--- src/rtl/key_pkg.sv ---
`default_nettype none
// ============================================================================
// key_pkg : shared state encoding, default key width and clog2 helper
// Revision: 1.0
// ============================================================================
package key_pkg;

  typedef enum logic [1:0] {
    IDLE     = 2'd0,
    QUAL     = 2'd1,
    WAIT_REL = 2'd2
  } state_t;

  localparam int KEY_W_DEFAULT = 36;

  // Ceiling log2, floored at 1 so derived vector widths are never zero.
  function automatic int clog2(input int value);
    int r;
    int v;
    r = 0;
    v = value - 1;
    while (v > 0) begin
      r = r + 1;
      v = v >> 1;
    end
    return (r < 1) ? 1 : r;
  endfunction

endpackage
`default_nettype wire

--- src/rtl/onehot_index_enc.sv ---
`default_nettype none
// ============================================================================
// onehot_index_enc : lowest-set-bit priority encoder plus single-bit flag
// Revision: 1.0
// ============================================================================
module onehot_index_enc #(
  parameter int W     = 36,
  parameter int IDX_W = 6
) (
  input  logic [W-1:0]     x,
  output logic [IDX_W-1:0] idx,
  output logic             single
);

  // Scan from the top down so the lowest set bit is written last and wins.
  always_comb begin
    idx = '0;
    for (int i = W - 1; i >= 0; i--) begin
      if (x[i]) idx = IDX_W'(i);
    end
  end

  assign single = ((x & (x - W'(1))) == '0);

endmodule
`default_nettype wire

--- src/rtl/key_target_capture.sv ---
`default_nettype none
// ============================================================================
// key_target_capture : debounced, one-shot-per-press key target register
// Revision: 1.0
// ============================================================================
module key_target_capture
  import key_pkg::*;
#(
  parameter  int KEY_W         = KEY_W_DEFAULT,
  parameter  int STABLE_CYCLES = 4,
  parameter  int ALLOW_MULTI   = 0,
  localparam int IDX_W         = clog2(KEY_W)
) (
  input  logic             clk,
  input  logic             rst,
  input  logic             clear,
  input  logic [KEY_W-1:0] keys_code,
  output logic [KEY_W-1:0] target_key,
  output logic [IDX_W-1:0] target_idx,
  output logic             target_valid,
  output logic             new_target
);

  localparam int             CNT_W      = clog2(STABLE_CYCLES + 1);
  localparam logic [CNT_W-1:0] STABLE_CNT = CNT_W'(STABLE_CYCLES);

  state_t             state_q, state_d;
  logic [KEY_W-1:0]   cand_q, cand_d;
  logic [CNT_W-1:0]   count_q, count_d;
  logic [KEY_W-1:0]   target_key_q, target_key_d;
  logic [IDX_W-1:0]   target_idx_q, target_idx_d;
  logic               target_valid_q, target_valid_d;
  logic               new_target_q, new_target_d;

  logic [IDX_W-1:0]   key_idx;
  logic               key_single;
  logic               key_ok;
  logic               capture;

  // At any capture keys_code equals the candidate, so one encoder serves both
  // the validity check and the index calculation.
  onehot_index_enc #(
    .W     (KEY_W),
    .IDX_W (IDX_W)
  ) u_enc (
    .x      (keys_code),
    .idx    (key_idx),
    .single (key_single)
  );

  assign key_ok = (keys_code != '0) && ((ALLOW_MULTI != 0) || key_single);

  always_comb begin
    state_d        = state_q;
    cand_d         = cand_q;
    count_d        = count_q;
    target_key_d   = target_key_q;
    target_idx_d   = target_idx_q;
    target_valid_d = target_valid_q;
    new_target_d   = 1'b0;
    capture        = 1'b0;

    case (state_q)
      IDLE: begin
        if (key_ok) begin
          cand_d  = keys_code;
          count_d = CNT_W'(1);
          if (STABLE_CYCLES == 1) begin
            capture = 1'b1;
            state_d = WAIT_REL;
          end else begin
            state_d = QUAL;
          end
        end
      end
      QUAL: begin
        if (keys_code == cand_q) begin
          count_d = count_q + CNT_W'(1);
          if (count_d == STABLE_CNT) begin
            capture = 1'b1;
            state_d = WAIT_REL;
          end
        end else if (key_ok) begin
          cand_d  = keys_code;
          count_d = CNT_W'(1);
        end else begin
          state_d = IDLE;
        end
      end
      WAIT_REL: begin
        if (keys_code == '0) state_d = IDLE;
      end
      default: state_d = IDLE;
    endcase

    if (capture) begin
      target_key_d   = keys_code;
      target_idx_d   = key_idx;
      target_valid_d = 1'b1;
      new_target_d   = 1'b1;
    end

    // A key still held when the game changes state must not be reused.
    if (clear) begin
      cand_d         = cand_q;
      count_d        = '0;
      target_key_d   = '0;
      target_idx_d   = '0;
      target_valid_d = 1'b0;
      new_target_d   = 1'b0;
      state_d        = (keys_code != '0) ? WAIT_REL : IDLE;
    end
  end

  always_ff @(posedge clk or posedge rst) begin
    if (rst) begin
      state_q        <= IDLE;
      cand_q         <= '0;
      count_q        <= '0;
      target_key_q   <= '0;
      target_idx_q   <= '0;
      target_valid_q <= 1'b0;
      new_target_q   <= 1'b0;
    end else begin
      state_q        <= state_d;
      cand_q         <= cand_d;
      count_q        <= count_d;
      target_key_q   <= target_key_d;
      target_idx_q   <= target_idx_d;
      target_valid_q <= target_valid_d;
      new_target_q   <= new_target_d;
    end
  end

  assign target_key   = target_key_q;
  assign target_idx   = target_idx_q;
  assign target_valid = target_valid_q;
  assign new_target   = new_target_q;

endmodule
`default_nettype wire

--- config.mk ---
export PLATFORM = sky130hd
export DESIGN_NAME = key_target_capture
export DESIGN_NICKNAME = d
export VERILOG_FILES = /design/src/rtl/key_pkg.sv /design/src/rtl/onehot_index_enc.sv /design/src/rtl/key_target_capture.sv
export SDC_FILE = /design/constraint.sdc
export NUM_CORES = 1
export LEC_CHECK = 0
export BUFFER_PORTS_ARGS = -buffer_cell sky130_fd_sc_hd__buf_2
export CORE_MARGIN = 2
export CORE_UTILIZATION = 55
export DETAILED_ROUTE_END_ITERATION = 10
export PLACE_DENSITY = 0.78
export REMOVE_ABC_BUFFERS = 1
export SLEW_MARGIN = 10
export SYNTH_ARGS = -nofsm -noshare
export SYNTH_HDL_FRONTEND = slang
export SYNTH_HIERARCHICAL = 1
export SYNTH_SLANG_ARGS = --single-unit
export TNS_END_PERCENT = 1
--- constraint.sdc ---
create_clock -name clk -period 7.4 [get_ports clk]
set_input_delay 1.48 -clock clk [delete_from_list [all_inputs] [get_ports clk]]
set_output_delay 1.48 -clock clk [all_outputs]
set_load 0.1 [all_outputs]
==> results.py <==
metrics = {
    "status": {
        "outcome": "finished clean",
    },
    "yosys": {
        "async_flop_share": 1.000,
        "syn_avg_cell_area_um2": 10.87,
        "ys_dominant_reg_cell": "dfrtp_1",
        "yosys.area.top_type_share": 0.4290,
        "syn-cell-area_um2": 4959,
        "synth-seq-area-share": 0.4290,
        "synth_area_leaders": "dfrtp_1, mux2_4, mux2i_1",
        "synth_cell_types": 57,
        "ys.warnings.count": 6,
        "syn_inst": 456,
        "synth_edf_count": 0,
        "yosys.area.top_type": "dfrtp_1",
        "ys_ff_latch": 85,
    },
    "finish": {
        "layout-drive-gt1-share": 0.2873,
        "fin_nets": 579,
        "syn2layout_area_growth_pct": 12.94,
        "num-fill-cells": 731,
        "antenna-diode-count": 0,
        "final_common_cell": "dfrtp_1",
        "most-common-layout-cells": "dfrtp_1, buf_2, nor2_1, mux2i_1, xor2_1",
        "fin_area_um2": 5600,
        "final_cells": 651,
    },
    "floorplan": {
        "core_um2": 8721,
        "rows": 34,
        "initial_utilization": 0.5686,
        "die_height_um": 98.95,
        "fp.dieW_um": 98.95,
        "io_pins": 83,
        "die_area_um2": 9791,
    },
    "drt": {
        "wl_met2_um": 6342,
        "first_iter_violations": 238,
        "vias": 3987,
        "wl_met1_um": 5663,
        "dr.pass1.iters": 5,
        "vias_per_cell": 6.124,
        "drt_wl_total_um": 13010,
        "met3_length_um": 626,
        "drc": 0,
        "top_layer": "met4",
        "drtAntennaViolNets": 0,
        "wire_per_inst_um": 19.98,
    },
    "critical_path": {
        "end_kind": "flop",
        "arrival_ns": 5.09,
        "rr_endpoint": "target_key[2]$_DFFE_PP0P_",
        "crit_type": "in2reg",
        "worstRegToRegCells": 7,
        "setup.worst_path.start": "keys_code[8]",
        "endpoint": "cand_q[1]$_DFFE_PP0P_",
        "r2r_slack_ns": 4.63,
        "critPathLaunchType": "primary input",
        "crit_required_ns": 7.64,
        "critPathMaxFanout": 22,
        "reg2reg_from": "cand_q[16]$_DFFE_PP0P_",
    },
    "placement": {
        "port_buffers": 82,
        "post-place-cells": 635,
        "hpwlAfterDp_um": 9080,
        "dp_slack_ns": 2.265,
        "gp_congestion": 0.9828,
        "postPlaceCellArea_um2": 5393,
    },
    "min_path": {
        "hold_path_class": "reg2reg",
    },
    "global_route": {
        "grt_pass1_vias": 4036,
        "grt_usage": 0.2739,
        "grt_max_degree": 86,
        "overflow": 0,
        "grt_pass1_wl_um": 21140,
        "antenna_found_initial": 0,
    },
    "power_and_ir_drop": {
        "power_density_nw_per_um2": 162.1,
        "combPwrFrac": 0.099,
        "power.internal_w": 0.0006785,
        "swShare": 0.2528,
        "power.leakage_nw": 2.672,
        "pwr-share-clk": 0.389,
        "peakVddDrop_mv": 0.09744,
        "power.switching_w": 0.0002296,
        "pwr-share-seq": 0.512,
    },
    "sta": {
        "maxSlewHeadroom": 0.2968,
        "max_freq_mhz": 206.0,
        "hold_viol_final": 0,
        "drv_slew": 0,
        "fin_crit_sh": 0.6560,
        "rsz0062_at_grt": "false",
        "worst_slew_pin_slew_ns": 1.055,
        "finClkSkew_ns": 0.01564,
        "finalSetupViolCount": 0,
        "setup_slack_ns": 2.545,
        "period_needed_ns": 4.855,
        "finalSetupTns_ns": 0,
    },
    "cts": {
        "clk_latency_ns": 0.36,
        "cts.sinks": 85,
        "cts_tree": "done",
        "cts_buffers": 9,
        "postCtsHoldBufs": 0,
        "clockBufferDepth": 2,
        "clk_pin_slew_worst_paths_ns": 0.09,
        "root_buffer": "clkbuf_8",
        "cts.repair.resized": 0,
        "cts_max_level": 3,
        "post_cts_buffers": 0,
    },
    "job": {
        "maxCapViolCount": 0,
    },
}
-- how the worst min path moves through the flow --
stage | from | endpoint | depth (start not counted)
2_1_floorplan | count_q[2]$_DFFE_PP0P_ | count_q[2]$_DFFE_PP0P_ | 2
3_3_place_gp | target_valid$_DFFE_PP0P_ | target_valid$_DFFE_PP0P_ | 2
3_5_place_dp | target_valid$_DFFE_PP0P_ | target_valid$_DFFE_PP0P_ | 2
4_1_cts | target_valid$_DFFE_PP0P_ | target_valid$_DFFE_PP0P_ | 2
5_1_grt | target_idx[1]$_DFFE_PP0P_ | target_idx[1]$_DFFE_PP0P_ | 2
6_report | target_valid$_DFFE_PP0P_ | target_valid$_DFFE_PP0P_ | 2
-- synthesized netlist by cell type, types with 4 or more instances --
| cell type | number |
|---|---|
| a31oi_1 | 4 |
| nand3_1 | 7 |
| nor4_2 | 5 |
| mux2i_1 | 42 |
| nor2_1 | 68 |
| a21oi_1 | 18 |
| or4_1 | 4 |
| mux2_2 | 7 |
| buf_12 | 4 |
| buf_6 | 4 |
| o31ai_1 | 6 |
| o21ai_0 | 12 |
| inv_1 | 14 |
| nand4_1 | 7 |
| dfrtp_1 | 85 |
| mux2_4 | 29 |
| nor4_1 | 24 |
| nand2_1 | 9 |
| nor3_1 | 12 |
| xor2_1 | 36 |
| clkbuf_1 | 7 |
-- state kept, by name, indices dropped and copies added, names as in the netlist --
register and cells:
state_q 2, target_idx 6, target_key 36, cand_q 36
target_valid 1, count_q 3, new_target 1
-- layout make-up --
class / instances / area (um^2) / area share
sequential: 85 / 2127 / 0.3798
multi-input combinational: 340 / 2621 / 0.4681
clock inverter: 4 / 72.57 / 0.01296
timing repair buffer: 88 / 455.4 / 0.08132
tap: 108 / 135.1 / 0.02413
clock buffer: 12 / 135.1 / 0.02413
inverter: 14 / 53.80 / 0.009607
-- kinds of logic (layout without fill, tap and decap cells) --
logic type               count (synthesis)  count (layout)  share of synthesized area
multiplexers                            78              78                     0.1885
flip-flops                              85              85                     0.4290
adder cells (fa/ha/maj)                  3               3                   0.007065
AO/OA/AOI/OAI                           66              66                    0.08933
XOR/XNOR                                36              36                    0.06359
buffers and inverters                   31             118                    0.04416
AND/OR/NAND/NOR                        157             157                     0.1784
-- layer usage --
layer / up-vias / GRT usage
met5: - / 0
met4: 0 / 0.1012
met3: 24 / 0.04043
met2: 130 / 0.4465
met1: 1993 / 0.3725
li1: 1840 / -
-- critical path, cell delays in order --
cell and delay, ns:
buf_2 0.17, nor4_2 0.58, and4_1 0.45, nand4b_1 0.16
or4b_1 0.53, a221o_1 0.33, nor2_1 0.19, nand2_1 0.14
nor4_4 0.25, buf_4 0.40, mux2_2 0.38
-- power groups by stage --
stage	Clock, W	Sequential [W]	Combinational (W)
finish	0.000353	0.000465	0.0000898
CTS	0.000360	0.000465	0.0000892
floorplan	0	0.000474	0.0000342
detailed placement	0	0.000474	0.0000889
global route	0.000378	0.000465	0.0000991
global placement	0	0.000474	0.0000873
-- stage by stage --
stage	total power, W	utilization	hold WS (ns)
floorplan	0.0005083	-	0.4938
global placement	0.0005616	0.6184	0.4945
detailed placement	0.0005633	0.6184	0.4938
CTS	0.0009141	0.6422	0.5146
global route	0.0009417	0.6422	0.5431
finish	0.0009081	0.6422	0.5121
Power figures use the tool's default switching activity.
